==> src/rtl/alu_operand_stage_if.sv <==
// Handshake and payload bundle for the operand stage.
//   decode side : dec_valid/dec_ready plus the decoded micro-op fields
//   execute side: ex_valid/ex_ready plus ALU operands, command and writeback tag
// master = pipeline environment (decoder + ALU), slave = alu_operand_stage.
interface alu_operand_stage_if #(
  parameter int XLEN      = 32,
  parameter int REG_IDX_W = 5
);
  // decode -> stage
  logic                 dec_valid;
  logic                 dec_ready;
  logic [REG_IDX_W-1:0] dec_rs1_idx;
  logic [REG_IDX_W-1:0] dec_rs2_idx;
  logic [XLEN-1:0]      dec_rs1_val;
  logic [XLEN-1:0]      dec_rs2_val;
  logic [XLEN-1:0]      dec_imm;
  logic [XLEN-1:0]      dec_pc;
  logic                 dec_src1_pc;
  logic                 dec_src2_imm;
  logic [2:0]           dec_alu_cmd;
  logic [REG_IDX_W-1:0] dec_rd_idx;
  logic                 dec_wb_en;
  // stage -> execute
  logic                 ex_valid;
  logic                 ex_ready;
  logic [XLEN-1:0]      alu_in1;
  logic [XLEN-1:0]      alu_in2;
  logic [2:0]           alu_command;
  logic [REG_IDX_W-1:0] ex_rd_idx;
  logic                 ex_wb_en;

  modport master (
    output dec_valid, dec_rs1_idx, dec_rs2_idx, dec_rs1_val, dec_rs2_val,
           dec_imm, dec_pc, dec_src1_pc, dec_src2_imm, dec_alu_cmd,
           dec_rd_idx, dec_wb_en, ex_ready,
    input  dec_ready, ex_valid, alu_in1, alu_in2, alu_command, ex_rd_idx,
           ex_wb_en
  );

  modport slave (
    input  dec_valid, dec_rs1_idx, dec_rs2_idx, dec_rs1_val, dec_rs2_val,
           dec_imm, dec_pc, dec_src1_pc, dec_src2_imm, dec_alu_cmd,
           dec_rd_idx, dec_wb_en, ex_ready,
    output dec_ready, ex_valid, alu_in1, alu_in2, alu_command, ex_rd_idx,
           ex_wb_en
  );
endinterface

==> src/rtl/alu_operand_stage.sv <==
// alu_operand_stage: decode->execute boundary register in front of the ALU.
// A 2-entry skid buffer (main M, skid S) keeps dec_ready a pure flop output
// while sustaining one op per cycle; M drives alu_in1/alu_in2/alu_command.
// Ports: clk, rst_n (async, active-low), i_flush (sync kill of held ops),
//   i_mem_fwd_* / i_wb_fwd_* (MEM and WB result buses),
//   bus (alu_operand_stage_if.slave: decode handshake in, execute handshake out).
// Build option ALU_OPERAND_FWD_EN: when defined, operands are forwarded at
//   capture and held operands snoop the result buses (MEM beats WB, x0 never
//   matches). When undefined the forward ports are ignored and decode must
//   interlock RAW hazards itself.
module alu_operand_stage #(
  parameter int XLEN      = 32,
  parameter int REG_IDX_W = 5
) (
  input  logic                 clk,
  input  logic                 rst_n,
  input  logic                 i_flush,
  input  logic                 i_mem_fwd_valid,
  input  logic [REG_IDX_W-1:0] i_mem_fwd_rd,
  input  logic [XLEN-1:0]      i_mem_fwd_val,
  input  logic                 i_wb_fwd_valid,
  input  logic [REG_IDX_W-1:0] i_wb_fwd_rd,
  input  logic [XLEN-1:0]      i_wb_fwd_val,
  alu_operand_stage_if.slave   bus
);

  typedef struct packed {
    logic [REG_IDX_W-1:0] rs1_idx;
    logic [REG_IDX_W-1:0] rs2_idx;
    logic [XLEN-1:0]      rs1;
    logic [XLEN-1:0]      rs2;
    logic [XLEN-1:0]      imm;
    logic [XLEN-1:0]      pc;
    logic                 src1_pc;
    logic                 src2_imm;
    logic [2:0]           alu_cmd;
    logic [REG_IDX_W-1:0] rd_idx;
    logic                 wb_en;
  } op_t;

  typedef enum logic [1:0] {
    ST_EMPTY = 2'd0,
    ST_ONE   = 2'd1,
    ST_TWO   = 2'd2
  } state_t;

  state_t r_state;
  logic   r_m_vld;
  logic   r_s_vld;
  op_t    r_m;
  op_t    r_s;

  logic   w_accept;
  logic   w_drain;
  op_t    w_dec_op;   // incoming op with capture forwarding applied
  op_t    w_s_op;     // S with snoop applied, used for the S->M move
  logic [XLEN-1:0] w_m_rs1, w_m_rs2, w_s_rs1, w_s_rs2;
  logic [XLEN-1:0] w_dec_rs1, w_dec_rs2;

`ifdef ALU_OPERAND_FWD_EN
  // MEM is younger than WB, so it wins when both match the same index.
  function automatic logic [XLEN-1:0] fwd_sel(
    input logic [REG_IDX_W-1:0] idx,
    input logic [XLEN-1:0]      cur
  );
    fwd_sel = cur;
    if (idx != '0) begin
      if (i_mem_fwd_valid && (i_mem_fwd_rd == idx))
        fwd_sel = i_mem_fwd_val;
      else if (i_wb_fwd_valid && (i_wb_fwd_rd == idx))
        fwd_sel = i_wb_fwd_val;
    end
  endfunction

  always_comb begin
    w_dec_rs1 = fwd_sel(bus.dec_rs1_idx, bus.dec_rs1_val);
    w_dec_rs2 = fwd_sel(bus.dec_rs2_idx, bus.dec_rs2_val);
    w_m_rs1   = fwd_sel(r_m.rs1_idx, r_m.rs1);
    w_m_rs2   = fwd_sel(r_m.rs2_idx, r_m.rs2);
    w_s_rs1   = fwd_sel(r_s.rs1_idx, r_s.rs1);
    w_s_rs2   = fwd_sel(r_s.rs2_idx, r_s.rs2);
  end
`else
  always_comb begin
    w_dec_rs1 = bus.dec_rs1_val;
    w_dec_rs2 = bus.dec_rs2_val;
    w_m_rs1   = r_m.rs1;
    w_m_rs2   = r_m.rs2;
    w_s_rs1   = r_s.rs1;
    w_s_rs2   = r_s.rs2;
  end

  // Forward buses and M's source indices only matter when forwarding is built in.
  logic w_unused_fwd;
  assign w_unused_fwd = ^{i_mem_fwd_valid, i_mem_fwd_rd, i_mem_fwd_val,
                          i_wb_fwd_valid, i_wb_fwd_rd, i_wb_fwd_val,
                          r_m.rs1_idx, r_m.rs2_idx};
`endif

  always_comb begin
    w_dec_op.rs1_idx  = bus.dec_rs1_idx;
    w_dec_op.rs2_idx  = bus.dec_rs2_idx;
    w_dec_op.rs1      = w_dec_rs1;
    w_dec_op.rs2      = w_dec_rs2;
    w_dec_op.imm      = bus.dec_imm;
    w_dec_op.pc       = bus.dec_pc;
    w_dec_op.src1_pc  = bus.dec_src1_pc;
    w_dec_op.src2_imm = bus.dec_src2_imm;
    w_dec_op.alu_cmd  = bus.dec_alu_cmd;
    w_dec_op.rd_idx   = bus.dec_rd_idx;
    w_dec_op.wb_en    = bus.dec_wb_en;

    w_s_op     = r_s;
    w_s_op.rs1 = w_s_rs1;
    w_s_op.rs2 = w_s_rs2;
  end

  // dec_ready is ~S.valid, so no accept can happen while both entries are full.
  assign w_accept = bus.dec_valid & ~r_s_vld;
  assign w_drain  = r_m_vld & bus.ex_ready;

  always_ff @(posedge clk or negedge rst_n) begin
    if (!rst_n) begin
      r_state <= ST_EMPTY;
      r_m_vld <= 1'b0;
      r_s_vld <= 1'b0;
      r_m     <= '0;
      r_s     <= '0;
    end else if (i_flush) begin
      // Flush overrides accept, drain and snoop; the offered op is dropped.
      r_state <= ST_EMPTY;
      r_m_vld <= 1'b0;
      r_s_vld <= 1'b0;
    end else begin
      // Held operands track the result buses every cycle; a load below
      // overrides these with the freshly captured/moved op.
      r_m.rs1 <= w_m_rs1;
      r_m.rs2 <= w_m_rs2;
      r_s.rs1 <= w_s_rs1;
      r_s.rs2 <= w_s_rs2;
      case (r_state)
        ST_EMPTY: begin
          if (w_accept) begin
            r_m     <= w_dec_op;
            r_m_vld <= 1'b1;
            r_state <= ST_ONE;
          end
        end
        ST_ONE: begin
          if (w_accept && w_drain) begin
            r_m <= w_dec_op;
          end else if (w_accept) begin
            r_s     <= w_dec_op;
            r_s_vld <= 1'b1;
            r_state <= ST_TWO;
          end else if (w_drain) begin
            r_m_vld <= 1'b0;
            r_state <= ST_EMPTY;
          end
        end
        ST_TWO: begin
          if (w_drain) begin
            r_m     <= w_s_op;
            r_s_vld <= 1'b0;
            r_state <= ST_ONE;
          end
        end
        default: begin
          r_state <= ST_EMPTY;
          r_m_vld <= 1'b0;
          r_s_vld <= 1'b0;
        end
      endcase
    end
  end

  assign bus.dec_ready   = ~r_s_vld;
  assign bus.ex_valid    = r_m_vld;
  assign bus.alu_in1     = r_m.src1_pc  ? r_m.pc  : r_m.rs1;
  assign bus.alu_in2     = r_m.src2_imm ? r_m.imm : r_m.rs2;
  assign bus.alu_command = r_m.alu_cmd;
  assign bus.ex_rd_idx   = r_m.rd_idx;
  assign bus.ex_wb_en    = r_m.wb_en & r_m_vld;

endmodule

==> src/flat_wrapper.sv <==
// flat-port wrapper written by rule: the top's interface ports become plain ports
module alu_operand_stage_flat 
#(
  parameter int XLEN      = 32,
  parameter int REG_IDX_W = 5
)
  (clk, rst_n, i_flush, i_mem_fwd_valid, i_mem_fwd_rd, i_mem_fwd_val, i_wb_fwd_valid, i_wb_fwd_rd, i_wb_fwd_val, bus_dec_valid, bus_dec_rs1_idx, bus_dec_rs2_idx, bus_dec_rs1_val, bus_dec_rs2_val, bus_dec_imm, bus_dec_pc, bus_dec_src1_pc, bus_dec_src2_imm, bus_dec_alu_cmd, bus_dec_rd_idx, bus_dec_wb_en, bus_ex_ready, bus_dec_ready, bus_ex_valid, bus_alu_in1, bus_alu_in2, bus_alu_command, bus_ex_rd_idx, bus_ex_wb_en);
  alu_operand_stage_if #(.XLEN(XLEN), .REG_IDX_W(REG_IDX_W)) bus_i ();
  input  logic clk;
  input  logic rst_n;
  input  logic i_flush;
  input  logic i_mem_fwd_valid;
  input  logic [REG_IDX_W-1:0] i_mem_fwd_rd;
  input  logic [XLEN-1:0] i_mem_fwd_val;
  input  logic i_wb_fwd_valid;
  input  logic [REG_IDX_W-1:0] i_wb_fwd_rd;
  input  logic [XLEN-1:0] i_wb_fwd_val;
  input wire logic [$bits(bus_i.dec_valid)-1:0] bus_dec_valid;
  input wire logic [$bits(bus_i.dec_rs1_idx)-1:0] bus_dec_rs1_idx;
  input wire logic [$bits(bus_i.dec_rs2_idx)-1:0] bus_dec_rs2_idx;
  input wire logic [$bits(bus_i.dec_rs1_val)-1:0] bus_dec_rs1_val;
  input wire logic [$bits(bus_i.dec_rs2_val)-1:0] bus_dec_rs2_val;
  input wire logic [$bits(bus_i.dec_imm)-1:0] bus_dec_imm;
  input wire logic [$bits(bus_i.dec_pc)-1:0] bus_dec_pc;
  input wire logic [$bits(bus_i.dec_src1_pc)-1:0] bus_dec_src1_pc;
  input wire logic [$bits(bus_i.dec_src2_imm)-1:0] bus_dec_src2_imm;
  input wire logic [$bits(bus_i.dec_alu_cmd)-1:0] bus_dec_alu_cmd;
  input wire logic [$bits(bus_i.dec_rd_idx)-1:0] bus_dec_rd_idx;
  input wire logic [$bits(bus_i.dec_wb_en)-1:0] bus_dec_wb_en;
  input wire logic [$bits(bus_i.ex_ready)-1:0] bus_ex_ready;
  output wire logic [$bits(bus_i.dec_ready)-1:0] bus_dec_ready;
  output wire logic [$bits(bus_i.ex_valid)-1:0] bus_ex_valid;
  output wire logic [$bits(bus_i.alu_in1)-1:0] bus_alu_in1;
  output wire logic [$bits(bus_i.alu_in2)-1:0] bus_alu_in2;
  output wire logic [$bits(bus_i.alu_command)-1:0] bus_alu_command;
  output wire logic [$bits(bus_i.ex_rd_idx)-1:0] bus_ex_rd_idx;
  output wire logic [$bits(bus_i.ex_wb_en)-1:0] bus_ex_wb_en;
  assign bus_i.dec_valid = bus_dec_valid;
  assign bus_i.dec_rs1_idx = bus_dec_rs1_idx;
  assign bus_i.dec_rs2_idx = bus_dec_rs2_idx;
  assign bus_i.dec_rs1_val = bus_dec_rs1_val;
  assign bus_i.dec_rs2_val = bus_dec_rs2_val;
  assign bus_i.dec_imm = bus_dec_imm;
  assign bus_i.dec_pc = bus_dec_pc;
  assign bus_i.dec_src1_pc = bus_dec_src1_pc;
  assign bus_i.dec_src2_imm = bus_dec_src2_imm;
  assign bus_i.dec_alu_cmd = bus_dec_alu_cmd;
  assign bus_i.dec_rd_idx = bus_dec_rd_idx;
  assign bus_i.dec_wb_en = bus_dec_wb_en;
  assign bus_i.ex_ready = bus_ex_ready;
  assign bus_dec_ready = bus_i.dec_ready;
  assign bus_ex_valid = bus_i.ex_valid;
  assign bus_alu_in1 = bus_i.alu_in1;
  assign bus_alu_in2 = bus_i.alu_in2;
  assign bus_alu_command = bus_i.alu_command;
  assign bus_ex_rd_idx = bus_i.ex_rd_idx;
  assign bus_ex_wb_en = bus_i.ex_wb_en;
  alu_operand_stage #(.XLEN(XLEN), .REG_IDX_W(REG_IDX_W)) u_core (.clk(clk), .rst_n(rst_n), .i_flush(i_flush), .i_mem_fwd_valid(i_mem_fwd_valid), .i_mem_fwd_rd(i_mem_fwd_rd), .i_mem_fwd_val(i_mem_fwd_val), .i_wb_fwd_valid(i_wb_fwd_valid), .i_wb_fwd_rd(i_wb_fwd_rd), .i_wb_fwd_val(i_wb_fwd_val), .bus(bus_i));
endmodule
==> config.mk <==
export PLATFORM = sky130hd
export DESIGN_NAME = alu_operand_stage_flat
export DESIGN_NICKNAME = d
export VERILOG_FILES = /design/src/rtl/alu_operand_stage_if.sv /design/src/rtl/alu_operand_stage.sv /design/src/flat_wrapper.sv
export SDC_FILE = /design/constraint.sdc
export NUM_CORES = 1
export LEC_CHECK = 0
export BUFFER_PORTS_ARGS = -buffer_cell sky130_fd_sc_hd__buf_2
export CAP_MARGIN = 5
export CORE_ASPECT_RATIO = 1.2
export CORE_MARGIN = 4
export CORE_UTILIZATION = 54
export DETAILED_ROUTE_END_ITERATION = 10
export MAX_ROUTING_LAYER = met4
export PLACE_DENSITY = 0.84
export SYNTH_ARGS = -nofsm -noshare
export SYNTH_HDL_FRONTEND = slang
export SYNTH_SLANG_ARGS = --single-unit
==> constraint.sdc <==
create_clock -name clk -period 2.3 [get_ports clk]
set_clock_uncertainty 0.15 [all_clocks]
set_input_delay 0.115 -clock clk [delete_from_list [all_inputs] [get_ports clk]]
set_output_delay 0.115 -clock clk [all_outputs]
set_load 0.05 [all_outputs]
# [Yosys cells after proc, flatten, opt, wreduce, memory -nomap -nowiden]
# Cells that the tools add are included.
[word_totals] inputBits=230 regBits=282 elab_cells=71 output_inout_bits=75
[classes] n_bitwise=6 n_reduce_logical=8 n_eq_ne=14 muxes=22
[ops] cell="two-way mux 139 bit" n=3
[ops] cell="one-hot mux 139 bit (3 select lines)" n=1
[ops] cell="two-way mux 32 bit" n=2
[ops] cell="two-way mux 2 bit" n=6
[ops] cell="!= test 3 x 2 -> 1 bit, second input constant" n=4
[ops] cell="AND reduction 4 bit" n=3
[ops] cell="AND reduction 5 bit" n=2
[ops] cell="two-way mux 1 bit" n=7
[ops] cell="!= test 2 x 1 -> 1 bit, second input constant" n=3
[ops] cell="!= test 3 bit, second input constant" n=2
[ops] cell="one-hot mux 1 bit (3 select lines)" n=2
[ops] cell="one-hot mux 2 bit (3 select lines)" n=1
[ops] cell="!= test 2 bit, second input constant" n=2
[ops] cell="!= test 4 x 2 -> 1 bit, second input constant" n=1
[ops] cell="AND 1 bit" n=3
[ops] cell="inverter 1 bit" n=3
[ops] cell="nonzero test 3 bit" n=1
[ops] cell="equality test 2 x 1 -> 1 bit, second input constant" n=1
[ops] cell="equality test 2 bit, second input constant" n=1
[ops] cell="logical NOT 2 bit" n=1
[ops] cell="logical AND 1 bit" n=1

# [Depth between registers and ports, before layout]
[depth] ltp_word=6 ltp_mapped=7 ltp_nobuf=4

# [Worst setup path after synthesis]
# OpenSTA, ideal clock, no wires.
[synth_path] path_kind="register to register" from="register u_core.r_m_vld, in the netlist u_core.bus.ex_valid" to="register u_core.r_m[50] in the netlist's numbering" slack_ns=0.300 arrival_time_ns=1.714 stages_incl_launch_ff=8 path_buffers=3 period_less_slack_ns=2.000 required_ns=2.014 setup_ns=0.136 path_cell_list="dfrtp_1 > and4bb_1 > a22oi_4 > buf_4 > buf_4 > buf_4 > nand2_1 > o21ai_0"
[synth_between] elab_chain_len=4 word_cells_on_any_way=5 cone_classes="eq/ne: 2; bitwise: 1; reduce/logical: 2"
[synth_rtl] item="start: declaration" line="alu_operand_stage.sv:48" text="logic r_m_vld;"
[synth_rtl] item="start signal: assignment" line="alu_operand_stage.sv:125" text="r_m_vld <= 1'b0;"
[synth_rtl] item="start signal: assignment" line="alu_operand_stage.sv:132" text="r_m_vld <= 1'b0;"
[synth_rtl] item="start signal: assignment" line="alu_operand_stage.sv:145" text="r_m_vld <= 1'b1;"
[synth_rtl] item="AND 1 bit *" line="alu_operand_stage.sv:120" text="assign w_drain = r_m_vld & bus.ex_ready;"
[synth_rtl] item="logical AND 1 bit" line="alu_operand_stage.sv:150" text="if (w_accept && w_drain) begin"
[synth_rtl] item="!= test 2 x 1 -> 1 bit (no source line)"
[synth_rtl] item="AND reduction 5 bit (no source line) *"
[synth_rtl] item="end signal: assignment" line="alu_operand_stage.sv:144" text="r_m <= w_dec_op;"
[synth_rtl] item="end signal: assignment" line="alu_operand_stage.sv:151" text="r_m <= w_dec_op;"
[synth_rtl] item="end signal: assignment" line="alu_operand_stage.sv:163" text="r_m <= w_s_op;"
[synth_rtl] item="end: declaration" line="alu_operand_stage.sv:50" text="op_t r_m;"
# Mark *: on every way between the ends. The rest lies on a longest branch, timed or not.
# A chain may end at the register's enable or synchronous reset.

# [Worst setup path in the final report]
[layout_path] from="register u_core.r_m[10] in the netlist's numbering" to="output port bus_alu_in1[13]"
[layout_between] elab_chain_len=1
[layout_rtl] item="two-way mux 32 bit" line="alu_operand_stage.sv:179" text="assign bus.alu_in1 = r_m.src1_pc ? r_m.pc : r_m.rs1;"
[layout_rtl] item="end: declaration" line="flat_wrapper.sv:33" text="output wire logic [$bits(bus_i.alu_in1)-1:0] bus_alu_in1;"
# No other way between the ends.

==> flow_summary.ini <==
[run_status]
status = finished, violations left
violations = negative hold slack

[clock_tree]
cts_tree = built
root_buffer = clkbuf_16
clk_latency_ps = 530
numCtsBuffers = 28
path_clk_slew_ps = 60
htreeDepth = 1
cts_buffer_depth = 3
cts_sinks = 282
cts_setup_buffers = 0

[sta]
fin_setup_tns_ps = 0
finalHoldViolCount = 3
fin_hold_ws_ps = -8.98
setup_viol = 0
drv_slew = 0
tightest_slew_ps = 607
grt_setup_unrepaired = no
period_share_pct = 96.0
relSlewSlack_pct = 59.5
setup_slack_ps = 92.3
max_freq_ghz = 0.453
period_minus_slack_ps = 2210

[cells_and_area]
multiInputGateArea_sq_um = 5100
layoutNonFillerInstCount = 1689
seqCellArea_sq_um = 7060
syn2layout_area_growth_pct = 30.7
fin_area_sq_um = 16500
drive_above_1_share_pct = 36.8
nNetsFinal = 1579
fill_cells = 1434

[logic_synthesis]
synthCells = 1004
postSynthAreaPerCell_sq_um = 12.6
syn_nets = 1234
ys_types = 27
yosysSeqAreaShare_pct = 55.8
yosys.area.top_type = dfrtp_1
netlist_area_sq_um = 12600
synth.top_cell.area_share_pct = 55.8
synthTopCellsByArea = dfrtp_1 (56%), mux2_2 (18%), mux2i_1 (11%)
ys_ff_latch = 282
yosysWarnings = 0

[pwr]
vdd_ir_drop_max_uv = 1290
total_power_mw = 22.9
p_seq_share_pct = 38.4
switching_power_mw = 9.18
clkPwrFrac_pct = 21.5
power.density_nw_per_um2 = 1390
comb_power_share_pct = 40.1
power_report.internal_total_mw = 13.7
leakage_nw = 7.51
swShare_pct = 40.1

[place]
place_ws_ps = 315
hpwl_um = 18300
routabilityCongestion = 0.825
port_buffers = 218
dp_cells = 1490
place_area_sq_um = 14100

[critical_path]
crit_path_start_kind = flip-flop
end_kind = output pin
worst_ep_required_time_ps = 2040
critical_path_class = flip-flop to output pin
cp_max_fo = 33
cp_data_arrival_time_ps = 1940

[global_route]
grt_use_met2_pct = 45.6
use_met3_pct = 4.23
grt_pass1_wl_um = 53400
grt_max_degree = 137
track_usage_pct = 26.1
top_usage_layer = met2
antenna_found_initial = 3
gr-total-overflow = 0
use_met1_pct = 30.7
first_global_vias = 10200

[drt]
wirelength_um = 32900
drt-wirelength-per-cell_um = 19.5
vias = 9167
viasPerCell = 5.43
drc = 0
antenna_left = 0
drtIter0Drc = 423
dr.pass1.iters = 5

[floorplanning]
std_cell_rows = 61
core-area_sq_um = 23100
die_w_um = 148
num_io_pins = 305
die_height_um = 176
dieArea_sq_um = 25900
initial_core_util_pct = 54.7

[min_path]
hp-class = input pin to asynchronous set/reset pin

[run]
max-cap-violations = 0
==> registers in the layout, summed over array words and instances, names as in the netlist, 2 cells and up <==
register                cells
u_core.bus.alu_command      3
u_core.w_s_rs1             32
u_core.r_m                 67
u_core.w_m_rs1             32
u_core.bus.ex_rd_idx        5
u_core.r_state              2
u_core.w_s_rs2             32
u_core.w_m_rs2             32
u_core.r_s                 75
==> layer usage <==
layer  share of wire [%]  vias to the layer above
met4                 3.7                        0
met5                   0                        -
li1                    -                     4216
met1                  39                     4585
met3                 5.1                       90
met2                  52                      276
==> cell type report <==
cell class / instances / share of cell area (%)
Sequential cell: 282 / 42.7
Multi-Input combinational cell: 643 / 30.8
Timing Repair Buffer: 392 / 18.0
Clock buffer: 35 / 4.59
Tap cell: 315 / 2.38
Clock inverter: 17 / 1.45
Inverter: 2 / 0.0454
Antenna cell: 3 / 0.0454
==> worst max-delay path, cell delays in order, from the launching register on <==
cell,delay [ps]
dfrtp_1,320
buf_4,440
mux2_2,400
buf_2,220
==> kinds of logic after synthesis <==
| group | count (synthesis) | synth area share [%] |
|---|---|---|
| flops | 282 | 55.8 |
| mux | 342 | 29.1 |
| xor+xnor | 1 | 0.0693 |
| buf+inv | 79 | 3.99 |
| compound gates | 149 | 6.19 |
| simple gates | 151 | 4.86 |
==> power by group through the flow <==
stage	sequential [mW]	clock, mW	combinational, mW
floorplan	8.26	0	7.06
global placement	8.50	0	8.54
detailed placement	8.70	0	8.76
CTS	8.64	5.00	9.02
global route	9.01	5.24	9.79
finish	8.80	4.94	9.18
==> cells in the final DEF, fill, tap and decap left out, types with 2 or more instances in the layout <==
cell           count
buf_2            217
a21oi_1            2
mux2_2           203
o21ai_0           87
o21ai_1           53
inv_1              2
buf_12            16
mux2i_1          139
bufinv_16          6
clkinvlp_4         2
clkbuf_16         29
dfrtp_1          281
buf_4             14
dlygate4sd3_1    144
clkbuf_1           5
diode_2            3
nand2_1          142
clkinv_2           9
nor2b_1            2
==> metrics by stage <==
step / hold slack [ps] / utilization, %
after detailed placement: -16.4 / 60.9
final: -8.98 / 71.5
after global routing: 28.5 / 71.5
after floorplan: -331 / -
after global placement: -24.7 / 60.9
after CTS: 12.6 / 71.4
==> cells in the mapped netlist <==
cell	n
a21bo_2	1
and2_1	1
a21oi_1	2
nand2b_1	1
a22o_1	1
a211oi_1	1
nor2b_1	3
and4bb_1	1
a22oi_4	1
buf_2	19
o31ai_1	1
buf_4	25
clkbuf_1	21
nand2_1	142
a2bb2oi_1	1
mux2i_1	139
inv_1	2
nor4b_4	1
o21ai_0	87
a21o_1	1
xor2_1	1
nand3_2	1
o21ai_1	53
mux2_2	203
nor2_1	1
dfrtp_1	282
buf_6	12
==> final timing paths <==
check                                                    from                        endpoint  slack, ps  cells after the start
worst max register to register  u_core.r_state[0]$_DFFE_PN0P_  u_core.w_m_rs2[27]$_DFFE_PN0P_        140                      5
max in group asynchronous                               rst_n       u_core.r_s[2]$_DFFE_PN0P_       1210                      3
worst min-delay path                                    rst_n      u_core.r_m[59]$_DFFE_PN0P_         -9                      2
worst max-delay path               u_core.r_m[10]$_DFFE_PN0P_                 bus_alu_in1[13]         90                      3
worst min register to register  u_core.w_m_rs2[5]$_DFFE_PN0P_   u_core.w_m_rs2[5]$_DFFE_PN0P_        330                      2
min in group clk                          bus_dec_rs1_val[18]  u_core.w_s_rs1[18]$_DFFE_PN0P_        210                      3
==> what timing repair did <==
item,CTS,global route
hold buffers,144,0
hold endpoints to repair,564,0
setup endpoints to repair,0,26
gates resized for setup,0,1
(Power assumes the default switching activity.)
